### config.mk
export PLATFORM = sky130hd
export DESIGN_NAME = mips_mc_controller
export DESIGN_NICKNAME = d
export VERILOG_FILES = /design/src/rtl/mips_pkg.sv /design/src/rtl/mips_aludec.sv /design/src/rtl/mips_mc_controller.sv
export SDC_FILE = /design/constraint.sdc
export NUM_CORES = 1
export LEC_CHECK = 0
export ABC_AREA = 1
export CELL_PAD_IN_SITES_DETAIL_PLACEMENT = 0
export CELL_PAD_IN_SITES_GLOBAL_PLACEMENT = 1
export CORE_MARGIN = 2
export CORE_UTILIZATION = 25
export CTS_CLUSTER_SIZE = 20
export DETAILED_ROUTE_END_ITERATION = 16
export GPL_TIMING_DRIVEN = 0
export PLACE_DENSITY = 0.87
export SYNTH_ARGS = -nofsm -noshare
export SYNTH_HDL_FRONTEND = slang
export SYNTH_SLANG_ARGS = --single-unit
export TNS_END_PERCENT = 20
### constraint.sdc
create_clock -name clk -period 1.4 [get_ports clk]
set_input_delay 0.35 -clock clk [delete_from_list [all_inputs] [get_ports clk]]
set_output_delay 0.35 -clock clk [all_outputs]
set_load 0.02 [all_outputs]
### src/rtl/mips_pkg.sv
// mips_pkg: shared encodings for the multicycle MIPS control unit.
// Contents: state encoding, opcode/funct constants, alucontrol and aluop
// encodings, and a helper that flags R-type funct values the ALU supports.
package mips_pkg;

   typedef enum logic [3:0] {
      S_FETCH   = 4'd0,
      S_DECODE  = 4'd1,
      S_MEMADR  = 4'd2,
      S_MEMRD   = 4'd3,
      S_MEMWB   = 4'd4,
      S_MEMWR   = 4'd5,
      S_EXECUTE = 4'd6,
      S_ALUWB   = 4'd7,
      S_BRANCH  = 4'd8,
      S_ADDIEX  = 4'd9,
      S_ORIEX   = 4'd10,
      S_IMMWB   = 4'd11,
      S_JUMP    = 4'd12
   } state_t;

   localparam logic [5:0] OP_RTYPE = 6'b000000;
   localparam logic [5:0] OP_J     = 6'b000010;
   localparam logic [5:0] OP_BEQ   = 6'b000100;
   localparam logic [5:0] OP_BNE   = 6'b000101;
   localparam logic [5:0] OP_ADDI  = 6'b001000;
   localparam logic [5:0] OP_ORI   = 6'b001101;
   localparam logic [5:0] OP_LW    = 6'b100011;
   localparam logic [5:0] OP_SW    = 6'b101011;

   localparam logic [5:0] FN_ADD = 6'b100000;
   localparam logic [5:0] FN_SUB = 6'b100010;
   localparam logic [5:0] FN_AND = 6'b100100;
   localparam logic [5:0] FN_OR  = 6'b100101;
   localparam logic [5:0] FN_SLT = 6'b101010;

   localparam logic [2:0] ALU_ADD = 3'b010;
   localparam logic [2:0] ALU_SUB = 3'b110;
   localparam logic [2:0] ALU_AND = 3'b000;
   localparam logic [2:0] ALU_OR  = 3'b001;
   localparam logic [2:0] ALU_SLT = 3'b111;

   localparam logic [1:0] AOP_ADD   = 2'b00;
   localparam logic [1:0] AOP_SUB   = 2'b01;
   localparam logic [1:0] AOP_FUNCT = 2'b10;
   localparam logic [1:0] AOP_OR    = 2'b11;

   function automatic logic funct_legal(input logic [5:0] f);
      return (f == FN_ADD) || (f == FN_SUB) || (f == FN_AND) ||
             (f == FN_OR)  || (f == FN_SLT);
   endfunction

endpackage

### src/rtl/mips_aludec.sv
// mips_aludec: combinational ALU decoder.
// Ports: aluop[1:0] (00 add, 01 sub, 10 use funct, 11 or), funct[5:0],
//        alucontrol[2:0] out. Unknown funct values fall back to add.
module mips_aludec
   import mips_pkg::*;
(
   input  logic [1:0] aluop,
   input  logic [5:0] funct,
   output logic [2:0] alucontrol
);

   always_comb begin
      alucontrol = ALU_ADD;
      case (aluop)
         AOP_ADD: alucontrol = ALU_ADD;
         AOP_SUB: alucontrol = ALU_SUB;
         AOP_OR:  alucontrol = ALU_OR;
         default: begin
            case (funct)
               FN_ADD:  alucontrol = ALU_ADD;
               FN_SUB:  alucontrol = ALU_SUB;
               FN_AND:  alucontrol = ALU_AND;
               FN_OR:   alucontrol = ALU_OR;
               FN_SLT:  alucontrol = ALU_SLT;
               default: alucontrol = ALU_ADD;
            endcase
         end
      endcase
   end

endmodule

### src/rtl/mips_mc_controller.sv
// mips_mc_controller: multicycle MIPS control FSM.
// Inputs : clk, reset (sync, active-high), op/funct from the instruction
//          register, zero from the ALU, mem_ready from memory.
// Outputs: memory strobes (mem_req, memwrite, iord), datapath enables
//          (irwrite, pcen, regwrite), mux selects (regdst, memtoreg,
//          alusrca, alusrcb, extzero, pcsrc), alucontrol, illegal_op pulse,
//          and the current state for debug.
// Handshake: a memory state (FETCH, MEMRD, MEMWR) completes in a cycle where
// mem_ready=1 (or always when HANDSHAKE=0); until then it holds with all
// outputs stable. mem_ready is ignored in every other state.
module mips_mc_controller
   import mips_pkg::*;
#(
   parameter int HANDSHAKE  = 1,
   parameter int ENABLE_BNE = 1
)
(
   input  logic       clk,
   input  logic       reset,
   input  logic [5:0] op,
   input  logic [5:0] funct,
   input  logic       zero,
   input  logic       mem_ready,
   output logic       mem_req,
   output logic       memwrite,
   output logic       iord,
   output logic       irwrite,
   output logic       pcen,
   output logic       regwrite,
   output logic       regdst,
   output logic       memtoreg,
   output logic       alusrca,
   output logic [1:0] alusrcb,
   output logic       extzero,
   output logic [1:0] pcsrc,
   output logic [2:0] alucontrol,
   output logic       illegal_op,
   output logic [3:0] state
);

   state_t     state_q, state_d;
   logic [5:0] op_q;
   logic [1:0] aluop;
   logic       alu_used;
   logic [2:0] aludec_out;
   logic       mem_done;

   assign mem_done = (HANDSHAKE == 0) ? 1'b1 : mem_ready;
   assign state    = state_q;

   mips_aludec u_aludec (
      .aluop      (aluop),
      .funct      (funct),
      .alucontrol (aludec_out)
   );

   // Outside ALU-using states alucontrol reads as 000.
   assign alucontrol = alu_used ? aludec_out : 3'b000;

   always_ff @(posedge clk) begin
      if (reset) begin
         state_q <= S_FETCH;
         op_q    <= 6'd0;
      end else begin
         state_q <= state_d;
         // Captured on leaving DECODE so later IR changes cannot steer
         // the instruction already in flight.
         if (state_q == S_DECODE) op_q <= op;
      end
   end

   always_comb begin
      state_d    = state_q;
      mem_req    = 1'b0;
      memwrite   = 1'b0;
      iord       = 1'b0;
      irwrite    = 1'b0;
      pcen       = 1'b0;
      regwrite   = 1'b0;
      regdst     = 1'b0;
      memtoreg   = 1'b0;
      alusrca    = 1'b0;
      alusrcb    = 2'b00;
      extzero    = 1'b0;
      pcsrc      = 2'b00;
      aluop      = AOP_ADD;
      alu_used   = 1'b0;
      illegal_op = 1'b0;

      case (state_q)
         S_FETCH: begin
            mem_req  = 1'b1;
            alusrcb  = 2'b01;
            alu_used = 1'b1;
            irwrite  = mem_done;
            pcen     = mem_done;
            if (mem_done) state_d = S_DECODE;
         end
         S_DECODE: begin
            alusrcb  = 2'b11;
            alu_used = 1'b1;
            case (op)
               OP_LW, OP_SW: state_d = S_MEMADR;
               OP_RTYPE:     state_d = S_EXECUTE;
               OP_BEQ:       state_d = S_BRANCH;
               OP_BNE: begin
                  if (ENABLE_BNE != 0) begin
                     state_d = S_BRANCH;
                  end else begin
                     illegal_op = 1'b1;
                     state_d    = S_FETCH;
                  end
               end
               OP_ADDI:      state_d = S_ADDIEX;
               OP_ORI:       state_d = S_ORIEX;
               OP_J:         state_d = S_JUMP;
               default: begin
                  illegal_op = 1'b1;
                  state_d    = S_FETCH;
               end
            endcase
         end
         S_MEMADR: begin
            alusrca  = 1'b1;
            alusrcb  = 2'b10;
            alu_used = 1'b1;
            state_d  = (op_q == OP_SW) ? S_MEMWR : S_MEMRD;
         end
         S_MEMRD: begin
            mem_req = 1'b1;
            iord    = 1'b1;
            if (mem_done) state_d = S_MEMWB;
         end
         S_MEMWR: begin
            mem_req  = 1'b1;
            iord     = 1'b1;
            memwrite = 1'b1;
            if (mem_done) state_d = S_FETCH;
         end
         S_MEMWB: begin
            regwrite = 1'b1;
            memtoreg = 1'b1;
            state_d  = S_FETCH;
         end
         S_EXECUTE: begin
            alusrca    = 1'b1;
            aluop      = AOP_FUNCT;
            alu_used   = 1'b1;
            illegal_op = ~funct_legal(funct);
            state_d    = S_ALUWB;
         end
         S_ALUWB: begin
            regwrite = 1'b1;
            regdst   = 1'b1;
            state_d  = S_FETCH;
         end
         S_ADDIEX: begin
            alusrca  = 1'b1;
            alusrcb  = 2'b10;
            alu_used = 1'b1;
            state_d  = S_IMMWB;
         end
         S_ORIEX: begin
            alusrca  = 1'b1;
            alusrcb  = 2'b10;
            extzero  = 1'b1;
            aluop    = AOP_OR;
            alu_used = 1'b1;
            state_d  = S_IMMWB;
         end
         S_IMMWB: begin
            regwrite = 1'b1;
            state_d  = S_FETCH;
         end
         S_BRANCH: begin
            alusrca  = 1'b1;
            aluop    = AOP_SUB;
            alu_used = 1'b1;
            pcsrc    = 2'b01;
            pcen     = ((op_q == OP_BEQ) & zero) | ((op_q == OP_BNE) & ~zero);
            state_d  = S_FETCH;
         end
         S_JUMP: begin
            pcsrc   = 2'b10;
            pcen    = 1'b1;
            state_d = S_FETCH;
         end
         default: state_d = S_FETCH;
      endcase

      // Reset suppresses every side effect, including mid-wait states.
      if (reset) begin
         pcen       = 1'b0;
         irwrite    = 1'b0;
         regwrite   = 1'b0;
         memwrite   = 1'b0;
         mem_req    = 1'b0;
         illegal_op = 1'b0;
      end
   end

endmodule

==> metrics.txt, run 1 <==
n_diodes=0; final setup fails=17; failing checks=setup timing; routability cong.=around 0.83; Max Buffers Root-to-Sink=2; area delta synth->final=78.9%; worst vdd ir=between 0.5 and 0.6 mV; Tmin final=1760 ps; most common cell after layout, fill and taps aside=nand2_1; XOR/XNOR share of the synthesized area=0%; Setup CP Type=flip-flop to primary output; DRT Wirelength=approximately 2800 µm; fin. max-slew vios=0; Sw Ratio=about a third; final hold violations=0; total internal power=about 0.75 mW; crit path launch=state[2]; Layout Nets=235; maximum fanout along the worst path=8; Cells after DPL=approximately 250; number of max-cap violations=0; Worst slew margin=77.1%; leakage=~0.81 nW; HPWL reported at the end of detailed placement=about 2200 µm; Final TNS setup=-3600 ps; PnR worst setup slack=-356 ps; RSZ-0062 raised after global routing=yes; Reg2Reg Depth=8; pwr/cell area=between 600 and 700 nW/µm²; DR DRC count=0; multiplexer share of the synthesized area=0%; hold_buf cts=0; Die Y=between 60 and 70 µm; wire per inst=about 11 µm; number of synthesized register bits=10; CTS tree=yes; CTS buffer count=3; number of global-route vias before repair=around 1,100; GRT Total Usage=14.0%; First-pass DRT Iterations=4; FILL cells=a little over 400; unique cell type count in the Yosys netlist=24; die area=4260 µm²; crit path launch type=flip-flop; yosys warns=0; commonest non-fill, non-tap cells in the layout=nand2_1, nor2_1, buf_4; fmax=around 0.57 GHz; Routed Antenna Nets=0; largest family of logic cells by synthesized area=simple AND/OR/NAND/NOR gates; post-layout util=a little under half; Seq pwr share=between 20 and 30%; htree depth=1; Final Cycle Share=125%; simple-gate area share of the yosys netlist=a little under half; Mapped Nets=185; Req. time, crit path=between 1000 and 1500 ps; core outline area=around 3600 µm²; port bufs=36; Reg-to-Reg Start=state[0]; io pins=38; fraction of layout cells with a size suffix above 1=about 45%; Clock power frac=between 30% and 40%; Die Wd=65.3 µm; R2R Setup Slk=about 50 ps; reg2reg end=state[2]; WP data arrival=1410 ps; Compound-Gate Fraction of Synth Area=between 15 and 20%; gate count of the mapped netlist=between 150 and 200; vias per inst=about 4.5; CP Capture Point=illegal_op; number of antenna violations at the first check in global routing=0; worst hold path class=flip-flop to flip-flop; total power=~1.1 mW; Post-Synth Adder-Cell Area=0%; measured slew at the worst slew-check pin=344 ps; Comb pwr share=approximately two fifths; NetSw=0.399 mW; clock insertion delay at the later pin of the skew report=~230 ps; CP Capture Type=primary output; Synth Cell Area=938 µm²; Initial Util=25.8%; first-pass GRT wire length=roughly 4800 µm; Non-Filler Instances=266; CTS Sinks=10; Rows=22; Reg clk slew, reported paths=50 ps; drt initial violations=30; Seq/Total Area, Yosys=a little over a fifth; aggregate global routing overflow=0; Vias=~1,200; Syn Area/Cell=around 5.6 µm²; root buffer cell=clkbuf_8; skew final=0.870 ps; pin count of the biggest net entering global routing=11; outcome=complete, but fails checks
synthesized netlist by cell type:
master    instances  area share [%]
nand4_1           5             3.3
inv_1            23             9.2
a31oi_1           1            0.67
nor3_1            2             1.1
nand2_1          39              16
a211oi_2          1             1.3
nor2_2            1            0.67
nand3b_1          1            0.80
o21bai_1          1            0.80
o21ai_0           6             3.2
nor2_1           32              13
clkbuf_1          1            0.40
nand3_2           1             1.1
a21oi_2           1            0.93
buf_6             3             3.6
clkinv_2          1            0.53
o21ai_1           2             1.1
nand2_2           5             3.3
dfxtp_1          10              21
a21oi_1          13             6.9
nand3_1          13             6.9
nor2_4            1             1.2
inv_2             4             1.6
a211oi_1          2             1.6
worst min path at each step:
stage	startpoint	cells past startpoint	to
finish	op_q[2]	2	op_q[2]
global placement	op_q[2]	2	op_q[2]
floorplan	op_q[2]	2	op_q[2]
global route	reset	2	state[2]
CTS	op_q[2]	2	op_q[2]
detailed placement	op_q[2]	2	op_q[2]
through the flow:
| step | hold slack [ps] | area [µm²] | setup WS, ps |
|---|---|---|---|
| floorplan | 451 | 1030 | -100 |
| global placement | 468 | 1450 | -1230 |
| detailed placement | 474 | 1450 | -1220 |
| CTS | 479 | 1550 | -412 |
| global route | 521 | 1680 | -415 |
| finish | 479 | 1680 | -356 |
kinds of logic after synthesis:
| group | after synthesis |
|---|---|
| compound gates | 27 |
| buf+inv | 32 |
| flops | 10 |
| simple gates | 100 |
layer usage:
layer  part of all wire [%]  vias to the layer above  routed length [µm]  track usage, %
met5                      0                        -                   0               0
met4                      0                        0                   0           0.781
met3                    5.0                        0                 141            3.77
met2                     49                       25                1390            24.7
met1                     46                      533                1300            17.8
li1                       -                      635                   -               -
power groups by stage:
stage | clock network (mW) | logic [mW] | registers, mW
after global routing | 0.381 | 0.498 | 0.341
after detailed placement | 0 | 0.406 | 0.340
after floorplan | 0 | 0.258 | 0.343
after global placement | 0 | 0.403 | 0.339
final | 0.360 | 0.451 | 0.337
after CTS | 0.367 | 0.418 | 0.335
critical path, stage by stage, from the launching register on:
cell     delay [ps]
dfxtp_4         380
inv_2           100
nand2_2          90
nor2_4          130
buf_6           110
nand3_4          70
a21oi_4         140
buf_6           130
what timing repair did:
action,in CTS,in global routing
pin swaps,15,22
gates cloned,0,0
buffers inserted,6,4
endpoints found under the setup margin,26,21
resized for setup,130,41
area by class of cell:
| type | instances | area (µm²) | area share [%] |
|---|---|---|---|
| Buffer | 3 | 31.3 | 1.86 |
| Clock buffer | 4 | 55.1 | 3.28 |
| Inverter | 28 | 119 | 7.08 |
| Multi-Input combinational cell | 127 | 797 | 47.5 |
| Sequential cell | 10 | 213 | 12.7 |
| Tap cell | 48 | 60.1 | 3.58 |
| Timing Repair Buffer | 46 | 404 | 24.1 |
registers in the layout, summed over array words and instances (netlist names):
register	count
op_q	6
state	4
Power figures use the tool's default switching activity.
==> inputs of run 2 (changes only) <==
==> constraint.sdc (replaced) <==
create_clock -name clk -period 1.5 [get_ports clk]
set_input_delay 0.375 -clock clk [delete_from_list [all_inputs] [get_ports clk]]
set_output_delay 0.375 -clock clk [all_outputs]
set_load 0.02 [all_outputs]
==> run 2 against run 1 <==
Against the previous run:
- the run still ends with setup timing left
- highest routed layer is now met4
- first-iteration DRC count increased by 57%
- count of clock-buffer cells in the layout unchanged
- critical path depth decreased by 1
- sequential share of layout area decreased by 0.63 points
- critical path type unchanged
- clock skew increased by 1.1 ps
- design area increased by 5.2%
- clock power decreased by 6.9%
- die area unchanged
- largest power group unchanged
==> metrics.txt, run 2 (same netlist as run 1, synthesis figures left out) <==
outcome=complete, but fails checks; failing checks=setup timing; pin count of the biggest net entering global routing=11 (unchanged); Reg2Reg Depth=13 (+5); fraction of layout cells with a size suffix above 1=50.8% (+5.4 points); final hold violations=0 (unchanged); Clock power frac=31.1% (-0.3 points); final setup fails=16 (-1); CP Cell Sequence=buf_6 -> nand2_4 -> nor2_4 -> nand4_1 -> a21oi_4 -> buf_6; PnR worst setup slack=-267 ps (+88.6 ps); Reg clk slew, reported paths=50 ps (about the same); Die Y=65.3 µm (unchanged); CTS tree=yes; CP Capture Point=illegal_op; first-pass GRT wire length=5260 µm (+11%); reg2reg end=state[0]; NetSw=0.372 mW (-6.9%); die area=4260 µm² (unchanged); wire per inst=11.3 µm (+6.5%); FILL cells=402 (-0.25%); maximum fanout along the worst path=7 (-1); routability cong.=0.796 (-4.2%); pre-CTS WS=-1140 ps (+77.7 ps); htree depth=1 (unchanged); number of global-route vias before repair=1,222 (+9.6%); number of antenna violations at the first check in global routing=0 (unchanged); CTS Sinks=10 (unchanged); WP buf/inv=2 (-1); aggregate global routing overflow=0 (unchanged); pwr/cell area=609 nW/µm² (-11%); clock insertion delay at the later pin of the skew report=240 ps (about the same); n_diodes=0 (unchanged); Top reg by flops=op_q; port bufs=36 (unchanged); most frequent CP cell=buf_6; area delta synth->final=88.3%; commonest non-fill, non-tap cells in the layout=buf_4, nand2_1, nor2_1; root buffer cell=clkbuf_8; WP data arrival=1390 ps (-20 ps); RSZ-0062 raised after global routing=yes; Max Buffers Root-to-Sink=2 (unchanged); io pins=38 (unchanged); Reg-to-Reg Start=state[3]; fmax=approximately 0.57 GHz; Vias=1,287 (+7.9%); measured slew at the worst slew-check pin=339 ps (-5.35 ps); Comb pwr share=38.6% (-0.6 points); Tmin final=approximately 1800 ps; core outline area=3630 µm² (unchanged); DRT Wirelength=3210 µm (+14%); CP Capture Type=primary output; most common cell after layout, fill and taps aside=buf_4; First-pass DRT Iterations=4 (unchanged); Seq pwr share=30.3% (+0.9 points); Routed Antenna Nets=0 (unchanged); Rows=22 (unchanged); CTS buffer count=3 (unchanged); Initial Util=25.8% (unchanged); Worst slew margin=77.4% (+0.36 points); total power=1.08 mW (-6.2%); HPWL reported at the end of detailed placement=2180 µm (about the same); Final TNS setup=-2460 ps (+1140 ps); number of max-cap violations=0 (unchanged); worst vdd ir=0.455 mV (-13%); hold_buf cts=0 (unchanged); Worst path top cell family by delay=simple AND/OR/NAND/NOR gates; slowest cell on the critical path=dfxtp_2; Sw Ratio=34.5% (-0.25 points); crit path launch type=flip-flop; GRT Total Usage=15.5% (+1.5 points); Req. time, crit path=1120 ps (+70 ps); leakage=0.909 nW (+13%); Final Cycle Share=118%; Die Wd=65.3 µm (unchanged); fin. max-slew vios=0 (unchanged); total internal power=0.705 mW (-5.9%); Cells after DPL=253 (unchanged); max incr delay on CP=320 ps (-60 ps); vias per inst=4.53 (+1.0%); worst hold path class=input pin to flip-flop; Layout Nets=253 (+7.7%); skew final=1.96 ps (+1.09 ps); R2R Setup Slk=-210 ps (-260 ps); Crit path depth=6 (-1); DR DRC count=0 (unchanged); Setup CP Type=flip-flop to primary output; max reg flops=6 (unchanged); crit path launch=state[1]; drt initial violations=47 (+57%); Non-Filler Instances=284 (+6.8%)
==> run 2: cell types whose count changed in the layout (fill, tap and decap cells not counted), sizes merged <==
cell,delta
dlymetal6s2s,-1
clkdlybuf4s50,-1
buf,+20
clkbuf,+3
dlygate4sd2,-2
clkdlybuf4s15,-1
==> run 2: cell type report <==
class | count | area [µm²] | area share, %
inverters | 28 | 114 | 6.44
well taps | 48 | 60.1 | 3.40
multi-input cells | 127 | 786 | 44.5
flip-flops and latches | 10 | 213 | 12.0
repair buffers | 65 | 523 | 29.6
plain buffers | 2 | 16.3 | 0.921
clock buffers | 4 | 55.1 | 3.12
==> run 2: metrics by stage <==
step                      hold WS [ps]  utilization (%)  instance area (µm²)
final                              424             48.6                 1770
after global placement             466             38.6                 1400
after CTS                          472             45.8                 1660
after floorplan                    450                -                  983
after global routing               439             48.6                 1770
after detailed placement           466             38.6                 1400
==> run 2: worst register-to-register path, cell delays in order (launching register included) <==
cell and delay, ps:
dfxtp_4 370, inv_4 60, nor2_4 180, buf_4 150, nand2_4 40, nand2_2 70, nor2_2 40, buf_4 130
buf_4 120, buf_4 120, buf_4 120, nand2_1 60, nand2_1 50, a21oi_1 110
==> run 2: worst min path at each step <==
stage	start	end	slack, ps	cells past startpoint
final	op[5]	op_q[5]	420	3
after global routing	op[5]	op_q[5]	440	3
after CTS	op_q[2]	op_q[2]	470	2
after detailed placement	op_q[2]	op_q[2]	470	2
after global placement	op_q[2]	op_q[2]	470	2
after floorplan	op_q[2]	op_q[2]	450	2
==> run 2: routing by layer <==
layer,routed length [µm],vias to the layer above,GRT usage [%]
li1,-,679,-
met1,1360,573,18.5
met2,1660,32,29.2
met3,177,3,3.25
met4,12,0,1.56
met5,0,-,0
==> run 2: what timing repair did <==
| action | CTS | global route |
|---|---|---|
| pin swaps | 22 | 20 |
| resized for setup | 148 | 44 |
| buffers inserted | 21 | 8 |
| endpoints found under the setup margin | 26 | 19 |
==> run 2: power groups by stage <==
stage	combinational (mW)	clock (mW)	sequential, mW
after floorplan	0.225	0	0.323
after global placement	0.363	0	0.319
after detailed placement	0.363	0	0.320
after CTS	0.416	0.341	0.314
after global routing	0.461	0.355	0.330
final	0.415	0.335	0.326
